==> config.mk <==
export PLATFORM = sky130hd
export DESIGN_NAME = op_counter_gen_flat
export DESIGN_NICKNAME = d
export VERILOG_FILES = /design/src/rtl/op_counter_gen_if.sv /design/src/rtl/op_counter_gen.sv /design/src/flat_wrapper.sv
export SDC_FILE = /design/constraint.sdc
export NUM_CORES = 1
export LEC_CHECK = 0
export BUFFER_PORTS_ARGS = -buffer_cell sky130_fd_sc_hd__buf_2
export CAP_MARGIN = 10
export CELL_PAD_IN_SITES_DETAIL_PLACEMENT = 0
export CELL_PAD_IN_SITES_GLOBAL_PLACEMENT = 2
export CORE_MARGIN = 3
export CORE_UTILIZATION = 30
export CTS_CLUSTER_SIZE = 12
export DETAILED_ROUTE_END_ITERATION = 8
export GPL_ROUTABILITY_DRIVEN = 0
export GPL_TIMING_DRIVEN = 0
export HOLD_SLACK_MARGIN = 0.06
export PLACE_DENSITY_LB_ADDON = 0.1
export SYNTH_ARGS = -nofsm -noshare
export SYNTH_HDL_FRONTEND = slang
export SYNTH_SLANG_ARGS = --single-unit
==> constraint.sdc <==
create_clock -name clock -period 2.22 [get_ports clock]
set_input_delay 0.111 -clock clock [delete_from_list [all_inputs] [get_ports clock]]
set_output_delay 0.111 -clock clock [all_outputs]
set_load 0.05 [all_outputs]
==> src/rtl/op_counter_gen_if.sv <==
// Control and status bundle for op_counter_gen. The master side drives
// clr, load and op; the slave side returns count, in_loop, wrap_pulse and tally.
interface op_counter_gen_if #(
  parameter int unsigned WIDTH   = 3,
  parameter int unsigned TALLY_W = 8
);
  logic               clr;
  logic               load;
  logic [WIDTH-1:0]   load_val;
  logic               op;
  logic               dir;
  logic [WIDTH-1:0]   count;
  logic               in_loop;
  logic               wrap_pulse;
  logic [TALLY_W-1:0] tally;

  modport master (
    output clr, load, load_val, op, dir,
    input  count, in_loop, wrap_pulse, tally
  );

  modport slave (
    input  clr, load, load_val, op, dir,
    output count, in_loop, wrap_pulse, tally
  );
endinterface

==> src/rtl/op_counter_gen.sv <==
// Operation counter: a linear prefix up to WRAP_LO-1, then a loop over WRAP_LO..WRAP_HI.
// Supports up/down steps, clear, load, a wrap pulse and a saturating tally. Define
// OPCNT_EDGE_EN to synchronise op and step once per rising edge of op.
module op_counter_gen #(
  parameter int unsigned WIDTH   = 3,
  parameter int unsigned WRAP_LO = 2,
  parameter int unsigned WRAP_HI = 5,
  parameter int unsigned RST_VAL = 0,
  parameter int unsigned TALLY_W = 8
) (
  input  logic            clock,
  input  logic            rst,
  op_counter_gen_if.slave bus
);
  localparam logic [WIDTH-1:0] LO_V  = WIDTH'(WRAP_LO);
  localparam logic [WIDTH-1:0] HI_V  = WIDTH'(WRAP_HI);
  localparam logic [WIDTH-1:0] RST_V = WIDTH'(RST_VAL);

  logic [WIDTH-1:0]   count_q, count_d;
  logic               pulse_q, pulse_d;
  logic [TALLY_W-1:0] tally_q, tally_d;
  logic               step;

`ifdef OPCNT_EDGE_EN
  // sync_q[1:0] form the two-flop synchroniser; sync_q[2] holds the previous
  // synchronised level, so step fires for exactly one cycle per rising edge.
  logic [2:0] sync_q;

  always_ff @(posedge clock or negedge rst) begin
    if (!rst) sync_q <= '0;
    else      sync_q <= {sync_q[1:0], bus.op};
  end

  assign step = sync_q[1] & ~sync_q[2];
`else
  assign step = bus.op;
`endif

  always_comb begin
    count_d = count_q;
    pulse_d = 1'b0;
    tally_d = tally_q;
    if (bus.clr) begin
      count_d = RST_V;
      tally_d = '0;
    end else if (bus.load) begin
      count_d = bus.load_val;
    end else if (step) begin
      if (!bus.dir) begin
        if (count_q >= HI_V) begin
          count_d = LO_V;
          pulse_d = 1'b1;
        end else begin
          count_d = count_q + 1'b1;
        end
      end else begin
        // The loop-entry check comes first so that WRAP_LO==0 still wraps from 0.
        if (count_q == LO_V) begin
          count_d = HI_V;
          pulse_d = 1'b1;
        end else if (count_q != '0) begin
          count_d = count_q - 1'b1;
        end
      end
      if (pulse_d && (tally_q != '1)) tally_d = tally_q + 1'b1;
    end
  end

  always_ff @(posedge clock or negedge rst) begin
    if (!rst) begin
      count_q <= RST_V;
      pulse_q <= 1'b0;
      tally_q <= '0;
    end else begin
      count_q <= count_d;
      pulse_q <= pulse_d;
      tally_q <= tally_d;
    end
  end

  assign bus.count      = count_q;
  assign bus.wrap_pulse = pulse_q;
  assign bus.tally      = tally_q;
  assign bus.in_loop    = (count_q >= LO_V) && (count_q <= HI_V);
endmodule
==> src/flat_wrapper.sv <==
// flat-port wrapper written by rule: the top's interface ports become plain ports
module op_counter_gen_flat 
#(
  parameter int unsigned WIDTH   = 3,
  parameter int unsigned WRAP_LO = 2,
  parameter int unsigned WRAP_HI = 5,
  parameter int unsigned RST_VAL = 0,
  parameter int unsigned TALLY_W = 8
)
  (clock, rst, bus_clr, bus_load, bus_load_val, bus_op, bus_dir, bus_count, bus_in_loop, bus_wrap_pulse, bus_tally);
  op_counter_gen_if #(.WIDTH(WIDTH), .TALLY_W(TALLY_W)) bus_i ();
  input  logic clock;
  input  logic rst;
  input wire logic [$bits(bus_i.clr)-1:0] bus_clr;
  input wire logic [$bits(bus_i.load)-1:0] bus_load;
  input wire logic [$bits(bus_i.load_val)-1:0] bus_load_val;
  input wire logic [$bits(bus_i.op)-1:0] bus_op;
  input wire logic [$bits(bus_i.dir)-1:0] bus_dir;
  output wire logic [$bits(bus_i.count)-1:0] bus_count;
  output wire logic [$bits(bus_i.in_loop)-1:0] bus_in_loop;
  output wire logic [$bits(bus_i.wrap_pulse)-1:0] bus_wrap_pulse;
  output wire logic [$bits(bus_i.tally)-1:0] bus_tally;
  assign bus_i.clr = bus_clr;
  assign bus_i.load = bus_load;
  assign bus_i.load_val = bus_load_val;
  assign bus_i.op = bus_op;
  assign bus_i.dir = bus_dir;
  assign bus_count = bus_i.count;
  assign bus_in_loop = bus_i.in_loop;
  assign bus_wrap_pulse = bus_i.wrap_pulse;
  assign bus_tally = bus_i.tally;
  op_counter_gen #(.WIDTH(WIDTH), .WRAP_LO(WRAP_LO), .WRAP_HI(WRAP_HI), .RST_VAL(RST_VAL), .TALLY_W(TALLY_W)) u_core (.clock(clock), .rst(rst), .bus(bus_i));
endmodule
==> results of run 1 <==
==> sequential cells by signal (all words and copies together), names as in the netlist <==
name                   flops
u_core.bus.tally           8
u_core.bus.count           3
u_core.bus.wrap_pulse      1
==> cell usage after synthesis, drive strengths merged, types with 2 or more instances <==
library cell,count,area share (%)
dfrtp,12,36
a21oi,8,4.8
ha,7,11
nor2,7,3.2
nand2,6,2.7
nor3,5,3.0
inv,4,1.8
nand3,4,2.4
o21ai,4,2.4
a21o,3,2.9
a31oi,3,2.3
a211oi,2,1.8
a311oi,2,2.1
and4,2,2.1
nor2b,2,1.5
nor4,2,1.5
==> per-stage QoR <==
step,std cells,cell area [um2]
2_1_floorplan,90,832
3_3_place_gp,140,970
3_5_place_dp,140,970
4_1_cts,144,1000
5_1_grt,144,1000
6_report,144,1000
==> logic make-up after synthesis <==
logic type      after synthesis
fa+ha+maj                     7
buf+inv                       6
compound gates               28
mux                           2
flops                        12
simple gates                 35
==> routing by layer <==
metal / up-vias / global-route usage [%] / wire length [um]
li1: 391 / - / -
met1: 354 / 17.9 / 1070
met2: 17 / 19.5 / 836
met3: 2 / 5.04 / 113
met4: 0 / 2.91 / 18
met5: - / 0 / 0
==> power by group <==
group / internal (mW) / switching, mW
combinational: 0.0443 / 0.0898
sequential: 0.225 / 0.0119
clock: 0.0626 / 0.0666
==> area by class of cell <==
class                      count  area, um2  area share (%)
multi-input combinational     72        502            50.1
sequential                    12        300            30.0
timing repair buffer          21        110            11.0
tap                           30       37.5            3.75
clock buffer                   3       22.5            2.25
buffer                         2       15.0            1.50
inverter                       4       15.0            1.50
==> repair_timing <==
item	in CTS	in global routing
hold buffers	1	0
hold endpoints to repair	12	0
resized for setup	0	0
==> final timing paths <==
kind	cells after the start	endpoint	startpoint
setup / recovery	6	u_core.bus.tally[0]	u_core.bus.count[0]
hold / removal	3	u_core.bus.count[1]	bus_load_val[1]
setup reg to reg	6	u_core.bus.tally[0]	u_core.bus.count[0]
hold reg to reg	1	u_core.bus.tally[6]	u_core.bus.tally[6]
max in group asynchronous	2	u_core.bus.count[1]	rst
min in group asynchronous	2	u_core.bus.wrap_pulse	rst
==> tightest hold or removal path, cell delays in order <==
cell and delay (ns):
buf_2 0.09, nand2_1 0.05, a31oi_1 0.07
==> cells in the final DEF (no fill, tap or decap), types with 2 or more instances in the layout <==
master,synthesis,routed
nor3_1,5,5
buf_2,0,20
a21o_1,2,2
nor2b_1,2,2
nor2_1,7,7
nand2_1,6,6
nand3_1,4,4
nor4_1,2,2
a21oi_1,8,8
o21ai_0,4,4
a31oi_1,3,3
a211oi_1,2,2
a311oi_1,2,2
ha_1,7,7
and4_1,2,2
dfrtp_1,12,12
inv_1,4,4
clkbuf_4,0,3
==> impl_metrics.ini, run 1 <==
[logic_synthesis]
synthArstFlopShare_pct = 100
synth_top_family_by_area = compound AO/OA/AOI/OAI gates
ys.flop_type = dfrtp_1
synthMuxAreaShare_pct = 2.56
netlist_area_um2 = 832
synthSimpleGateAreaFrac_pct = 23.5
ys_types = 34
synth_fa_ha_area_share_pct = 10.5
synth_seq_cells = 12
ys_seq_area_share_pct = 36.1
yosys.area_share.xor_xnor_pct = 0
netlist_instances = 90
synth-edff-count = 0
synth_compound_area_share_pct = 23.8
syn_area_per_cell_um2 = 9.24
synth_nets = 106
synth-warning-count = 0

[die]
dieArea_um2 = 3440
io_pins = 22
core_um2 = 2570
fp.dieW_um = 58.7
start_util_pct = 32.4
rows = 18
die_h_um = 58.7

[layout]
fin_nets = 132
areaGrowthSynthToFinish_pct = 20.5
antenna_cells = 0
fin_util_pct = 39.0
layout-drive-gt1-share_pct = 26.3
n_fill_cell = 289

[routing]
num_vias = 764
via_per_inst = 5.31
ant_nets = 0
dr.pass1.iters = 4
drt_iter0_drc = 19
drc = 0
wl_um = 2030
wl_per_cell_um = 14.1

[sta]
setup_viol = 0
setup_slack_ns = 0.277
relSlewSlack_pct = 67.8
fin_crit_sh_pct = 87.5
skew_ns = 0.000487
fin_tns_setup_ns = 0
hold_ws_ns = 0.0926
worstMarginPinSlew_ns = 0.484
period_needed_ns = 1.94
maxSlewViolCount = 0
hold_viol_final = 0
fmax_mhz = 515
grt_setup_unrepaired = no

[clocking]
cts_root_buffer = clkbuf_4
numClockSinks = 12
clkLatencyLatePin_ns = 0.26
cts-buffers-inserted = 3
htree_levels = 1
cts.path.max_buffers = 2
cts_tree = done
path_clk_slew_ns = 0.07
cts_setup_buffers = 0

[place]
pre_cts_ws_ns = 0.279
portBuffers = 20
dp_hpwl_um = 1530

[grt]
grt_pass1_wl_um = 3430
antenna_found_initial = 0
grt_usage_pct = 13.1
grt_max_degree = 13
overflow = 0
grt_pass1_vias = 746

[worst_setup_path]
path_cells = inv_1, ha_1, nand3b_1, o22a_4, nor2_1, mux2_2
worstPathRequired_ns = 2.37
cp.arrival_ns = 2.10
worst_path_max_delay_cell = dfrtp_1
start_kind = flip-flop
critPathKind = reg2reg
crit_fanout = 8
cp-end-kind = flip-flop
critPathMaxStageDelay_ns = 0.44
r2r_slack_ns = 0.28
worst-path-buf-inv = 1
crit_family = flip-flops

[power_and_ir_drop]
powerDensity_nw_per_um2 = 499
report.power.total_mw = 0.500
p_leak_nw = 0.468
ir_drop_v = 0.000208

[worst_hold_path]
min_path_type = in2reg

[run_status]
outcome = finished clean

[run]
maxCapViolCount = 0
(Power assumes the default switching activity.)
==> run 2: changes to the inputs <==
--- a/config.mk
+++ b/config.mk
@@ -5,14 +5,14 @@
 export SDC_FILE = /design/constraint.sdc
 export NUM_CORES = 1
 export LEC_CHECK = 0
-export BUFFER_PORTS_ARGS = -buffer_cell sky130_fd_sc_hd__buf_2
+export ABC_AREA = 1
 export CAP_MARGIN = 10
 export CELL_PAD_IN_SITES_DETAIL_PLACEMENT = 0
 export CELL_PAD_IN_SITES_GLOBAL_PLACEMENT = 2
-export CORE_MARGIN = 3
-export CORE_UTILIZATION = 30
+export CORE_UTILIZATION = 33
 export CTS_CLUSTER_SIZE = 12
 export DETAILED_ROUTE_END_ITERATION = 8
+export DONT_BUFFER_PORTS = 1
 export GPL_ROUTABILITY_DRIVEN = 0
 export GPL_TIMING_DRIVEN = 0
 export HOLD_SLACK_MARGIN = 0.06
==> run 2 against run 1 <==
Effect of this change:
- first-iteration DRC count down 26%
- area after synthesis up 16%
- combinational power down 7%
- via count up 10%
==> impl_metrics.ini, run 2 <==
[sta]
fmax_mhz = 496
maxSlewViolCount = 0
setup_viol = 0
relSlewSlack_pct = 51.1
fin_tns_setup_ns = 0
fin_crit_sh_pct = 90.8
worstMarginPinSlew_ns = 0.733
skew_ns = 0.00348
period_needed_ns = 2.01
hold_viol_final = 0
grt_setup_unrepaired = no

[grt]
grt_pass1_vias = 807
antenna_found_initial = 0
overflow = 0
grt_max_degree = 13
grt_pass1_wl_um = 3610
grt_usage_pct = 14.7

[worst_setup_path]
crit_fanout = 10
worst-path-buf-inv = 1
worstPathRequired_ns = 2.40
critPathMaxStageDelay_ns = 0.75
path_cells = inv_1, ha_1, a21oi_2, nand2_1, nand3_4, nand2_4, nand2_1, nand2_1
start_kind = flip-flop
cp.arrival_ns = 2.19
critPathKind = reg2reg
crit_top_cell = nand2_1
cp-end-kind = flip-flop
worst_path_max_delay_cell = dfrtp_1
crit_family = flip-flops

[logic_synthesis]
netlist_area_um2 = 963
synth_common_cells = nand2_1, nand3_1, inv_1
ys.flop_type = dfrtp_1
synth-warning-count = 0
ys_types = 21
synth.most_common_cell = nand2_1
synthTopCellsByArea = dfrtp_1, nand2_1, nand3_1
synth-edff-count = 0
ys_seq_area_share_pct = 31.2
synthArstFlopShare_pct = 100
synth_nets = 155
netlist_instances = 139
synth_top_area_share_pct = 31.2
syn_area_per_cell_um2 = 6.93
synth_seq_cells = 12
synth_top_area_cell = dfrtp_1

[clocking]
cts.path.max_buffers = 2
cts_setup_buffers = 0
htree_levels = 1
cts_resized = 0
cts-buffers-inserted = 3
numClockSinks = 12
clkLatencyLatePin_ns = 0.28
cts_root_buffer = clkbuf_4
cts_tree = done
path_clk_slew_ns = 0.09
postCtsHoldBufs = 1

[routing]
wl_um = 2110
ant_nets = 0
drt_iter0_drc = 14
wl_per_cell_um = 12.1
via_per_inst = 4.81
drc = 0
dr.pass1.iters = 4
num_vias = 841

[power_and_ir_drop]
p_leak_nw = 0.550
clockPowerShare_pct = 31.8
pwr-share-seq_pct = 46.5
p_comb_share_pct = 21.7
powerDensity_nw_per_um2 = 551
p_switching_mw = 0.212
ir_drop_v = 0.000229
p_int_mw = 0.366
switching_share_pct = 36.6

[die]
dieArea_um2 = 3140
fp.dieW_um = 56.0
start_util_pct = 34.9
io_pins = 22
rows = 19
die_h_um = 56.0
core_um2 = 2760

[place]
portBuffers = 0
dp_hpwl_um = 1600

[layout]
largest_reg_flops = 8
areaGrowthSynthToFinish_pct = 8.83
layout-drive-gt1-share_pct = 14.6
multi_input_area_um2 = 586
antenna_cells = 0
n_fill_cell = 321
fin_util_pct = 38.0
layout_commonest_cell = nand2_1
regArea_um2 = 300
layout_common_cells = nand2_1, nand3_1, inv_1
fin_nets = 161

[run_status]
outcome = finished clean

[run]
maxCapViolCount = 0

[worst_hold_path]
min_path_type = in2reg
==> run 2: metal layers <==
layer | vias up | share of wire, % | global-route usage, % | routed length [um]
met1 | 377 | 46 | 18.3 | 965
met4 | 0 | 0.61 | 6.27 | 13
li1 | 443 | - | - | -
met5 | - | 0 | 0 | 0
met2 | 19 | 49 | 24.8 | 1050
met3 | 2 | 4.3 | 2.56 | 90
==> run 2: per-stage QoR <==
| step | hold WS (ns) | total power [mW] | std cells | area [um2] | worst slack [ns] |
|---|---|---|---|---|---|
| 6_report | 0.0958 | 0.577 | 175 | 1050 | 0.205 |
| 5_1_grt | 0.104 | 0.612 | 175 | 1050 | 0.0227 |
| 4_1_cts | 0.0906 | 0.585 | 175 | 1050 | 0.161 |
| 3_5_place_dp | -0.184 | 0.394 | 170 | 1000 | 0.173 |
| 3_3_place_gp | -0.184 | 0.394 | 170 | 1000 | 0.180 |
| 2_1_floorplan | -0.185 | 0.370 | 139 | 963 | 0.449 |
==> run 2: cells by family after synthesis <==
group                      Yosys count  share of synthesized area, %
AOI/OAI and AO/OA                    4                          2.86
xor gates and xnor gates             4                          3.64
adders and majority gates            7                          9.09
buffers and inverters               20                          8.05
DFF                                 12                          31.2
and+or+nand+nor                     92                          45.2
==> run 2: worst min-delay path, cell delays in order <==
cell,delay [ns]
inv_1,0.05
nand2_4,0.09
nand2_1,0.05
nand2_1,0.04
==> run 2: power by group through the flow <==
stage | logic, mW | clock network, mW | registers, mW
after floorplan | 0.102 | 0 | 0.268
after global placement | 0.120 | 0 | 0.273
after detailed placement | 0.120 | 0 | 0.274
after CTS | 0.127 | 0.189 | 0.269
after global routing | 0.140 | 0.202 | 0.271
final | 0.125 | 0.184 | 0.268
==> run 2: final timing paths <==
kind	from	end	slack [ns]	cells past startpoint
worst max-delay path	u_core.bus.count[1]	u_core.bus.tally[7]	0.21	8
worst min-delay path	bus_clr	u_core.bus.tally[3]	0.1	4
worst max register to register	u_core.bus.count[1]	u_core.bus.tally[7]	0.21	8
worst min register to register	u_core.bus.tally[0]	u_core.bus.tally[0]	0.86	2
max in group asynchronous	rst	u_core.bus.wrap_pulse	1.58	1
min in group asynchronous	rst	u_core.bus.tally[5]	0.26	1
==> run 2: area by class of cell <==
cell class | instances | share of cell area [%]
timing repair buffer | 1 | 0.955
multi-input combinational | 107 | 55.8
inverter | 17 | 6.09
clock buffer | 4 | 3.46
sequential | 12 | 28.6
buffer | 3 | 1.31
tap | 31 | 3.70
==> run 3: changes to the inputs <==
--- a/config.mk
+++ b/config.mk
@@ -9,7 +9,8 @@
 export CAP_MARGIN = 10
 export CELL_PAD_IN_SITES_DETAIL_PLACEMENT = 0
 export CELL_PAD_IN_SITES_GLOBAL_PLACEMENT = 2
-export CORE_UTILIZATION = 33
+export CORE_UTILIZATION = 35
+export CTS_BUF_LIST = sky130_fd_sc_hd__clkbuf_2
 export CTS_CLUSTER_SIZE = 12
 export DETAILED_ROUTE_END_ITERATION = 8
 export DONT_BUFFER_PORTS = 1
==> run 3 against run 2 <==
Effect of this change:
- die area down 5.5%
- routed wire length down 1.3%
- power down 12%
- sequential share of layout area up 0.61 points
- maximum frequency up 5.3%
- first-iteration DRC count up 21%
- register-to-register slack better by 0.10 ns
- global-route usage up 1.7 points
- combinational power about the same
- critical endpoint is now u_core.bus.tally[5]
==> impl_metrics.ini, run 3 (synthesis gave the netlist of run 2 again) <==
[worst_setup_path]
rr_startpoint = u_core.bus.count[0]
cp.arrival_ns = 2.08
critPathKind = reg2reg
path_cells = inv_1, ha_1, nand2_2, nand2_2, inv_2, nor2_4, nand3_4, nand2_4, nand2_1, nand2_1
worst_path_max_delay_cell = dfrtp_1
r2r_cells = 10
r2r_slack_ns = 0.31
rr_endpoint = u_core.bus.tally[5]
critPathMaxStageDelay_ns = 0.73
cp-end-kind = flip-flop
worstPathRequired_ns = 2.39
crit_fanout = 10
start_kind = flip-flop

[power_and_ir_drop]
p_int_mw = 0.306
ir_drop_v = 0.000337
p_switching_mw = 0.201
powerDensity_nw_per_um2 = 492
p_comb_share_pct = 24.6
switching_share_pct = 39.6
clockPowerShare_pct = 22.3
p_leak_nw = 0.541
pwr-share-seq_pct = 53.0

[grt]
overflow = 0
grt_pass1_vias = 785
grtUsageMet3_pct = 5.28
antenna_found_initial = 0
grt_usage_pct = 16.4
grt_pass1_wl_um = 3440
grt.busiest_layer = met2
grt_use_met2_pct = 23.4
use_met1_pct = 23.3
grt_max_degree = 13

[die]
rows = 18
io_pins = 22
fp.dieW_um = 54.5
die_h_um = 54.5
start_util_pct = 37.9
core_um2 = 2540
dieArea_um2 = 2970

[worst_hold_path]
whs_path_depth = 4
min_from = bus_load_val[2]
holdPathEnd = u_core.bus.count[2]
min_path_type = in2reg

[place]
post-place-cells = 169
portBuffers = 0
pre_cts_ws_ns = 0.155
dp_hpwl_um = 1550

[clocking]
path_clk_slew_ns = 0.12
cts_setup_buffers = 0
cts_root_buffer = clkbuf_2
cts.path.max_buffers = 2
clkLatencyLatePin_ns = 0.26
cts_tree = done
cts-buffers-inserted = 3
numClockSinks = 12
htree_levels = 1

[run_status]
outcome = finished clean

[routing]
wl_um = 2090
num_vias = 827
drt_iter0_drc = 17
dr.pass1.iters = 4
wl_per_cell_um = 12.0
drc = 0
via_per_inst = 4.75
ant_nets = 0

[layout]
areaGrowthSynthToFinish_pct = 7.01
layout_common_cells = nand2_1, nand3_1, inv_1
fin_nets = 161
multi_input_area_um2 = 586
layout-drive-gt1-share_pct = 14.6
layout_commonest_cell = nand2_1
fin_cells = 174
regArea_um2 = 302
n_fill_cell = 282
antenna_cells = 0
largest_reg_flops = 8

[sta]
period_needed_ns = 1.91
grt_setup_unrepaired = no
hold_ws_ns = 0.0948
fin_tns_setup_ns = 0
hold_viol_final = 0
maxSlewViolCount = 0
setup_slack_ns = 0.307
fin_crit_sh_pct = 86.2
setup_viol = 0
relSlewSlack_pct = 50.6
skew_ns = 0.000575
fmax_mhz = 523
worstMarginPinSlew_ns = 0.740

[run]
maxCapViolCount = 0
run 3: changes by cell type in the layout (fill, tap and decap cells not counted), sizes merged:
cell	before	now
clkbuf	5	4
clkinv	0	1
run 3: power groups by stage:
stage	clock, mW	combinational (mW)	sequential, mW
after floorplan	0	0.102	0.268
after global placement	0	0.121	0.273
after detailed placement	0	0.120	0.273
after CTS	0.121	0.127	0.269
after global routing	0.128	0.143	0.271
final	0.113	0.125	0.269
run 3: layout make-up:
type	count	share of cell area, %
repair buffers	1	0.971
clock buffers	3	1.46
flip-flops and latches	12	29.2
inverters	17	6.19
well taps	30	3.64
clock inverters	1	0.364
plain buffers	3	1.33
multi-input cells	107	56.8
run 3: per-stage QoR:
stage	power (mW)	instance area, um2	util (%)
floorplan	0.370	963	-
global placement	0.394	1000	39.3
detailed placement	0.394	1000	39.3
CTS	0.517	1030	40.5
global route	0.542	1030	40.5
finish	0.507	1030	40.5
run 3: timing repair:
action	4_1_cts	5_1_grt
gates resized for setup	0	1
setup endpoints to repair	0	1
hold buffers	1	0
hold endpoints to repair	12	0
run 3: worst max-delay path by stage:
| stage | slack (ns) | to | cells past startpoint | startpoint |
|---|---|---|---|---|
| after floorplan | 0.45 | u_core.bus.tally[5] | 8 | u_core.bus.count[1] |
| after global placement | 0.15 | u_core.bus.tally[7] | 8 | u_core.bus.count[1] |
| after detailed placement | 0.16 | u_core.bus.tally[7] | 8 | u_core.bus.count[1] |
| after CTS | 0.12 | u_core.bus.tally[5] | 8 | u_core.bus.count[1] |
| after global routing | 0.11 | u_core.bus.tally[5] | 10 | u_core.bus.count[0] |
| final | 0.31 | u_core.bus.tally[5] | 10 | u_core.bus.count[0] |
run 3: metal layers:
layer / up-vias / part of all wire [%]
li1: 442 / -
met1: 365 / 55
met2: 18 / 40
met3: 2 / 4.5
met4: 0 / 0.48
met5: - / 0
run 3: worst max-delay path, delay by kind of cell, from the launching register on:
kind | cells | cell delay [ns]
simple gates | 7 | 0.51
buf+inv | 2 | 0.30
fa+ha+maj | 1 | 0.27
flops | 1 | 0.73
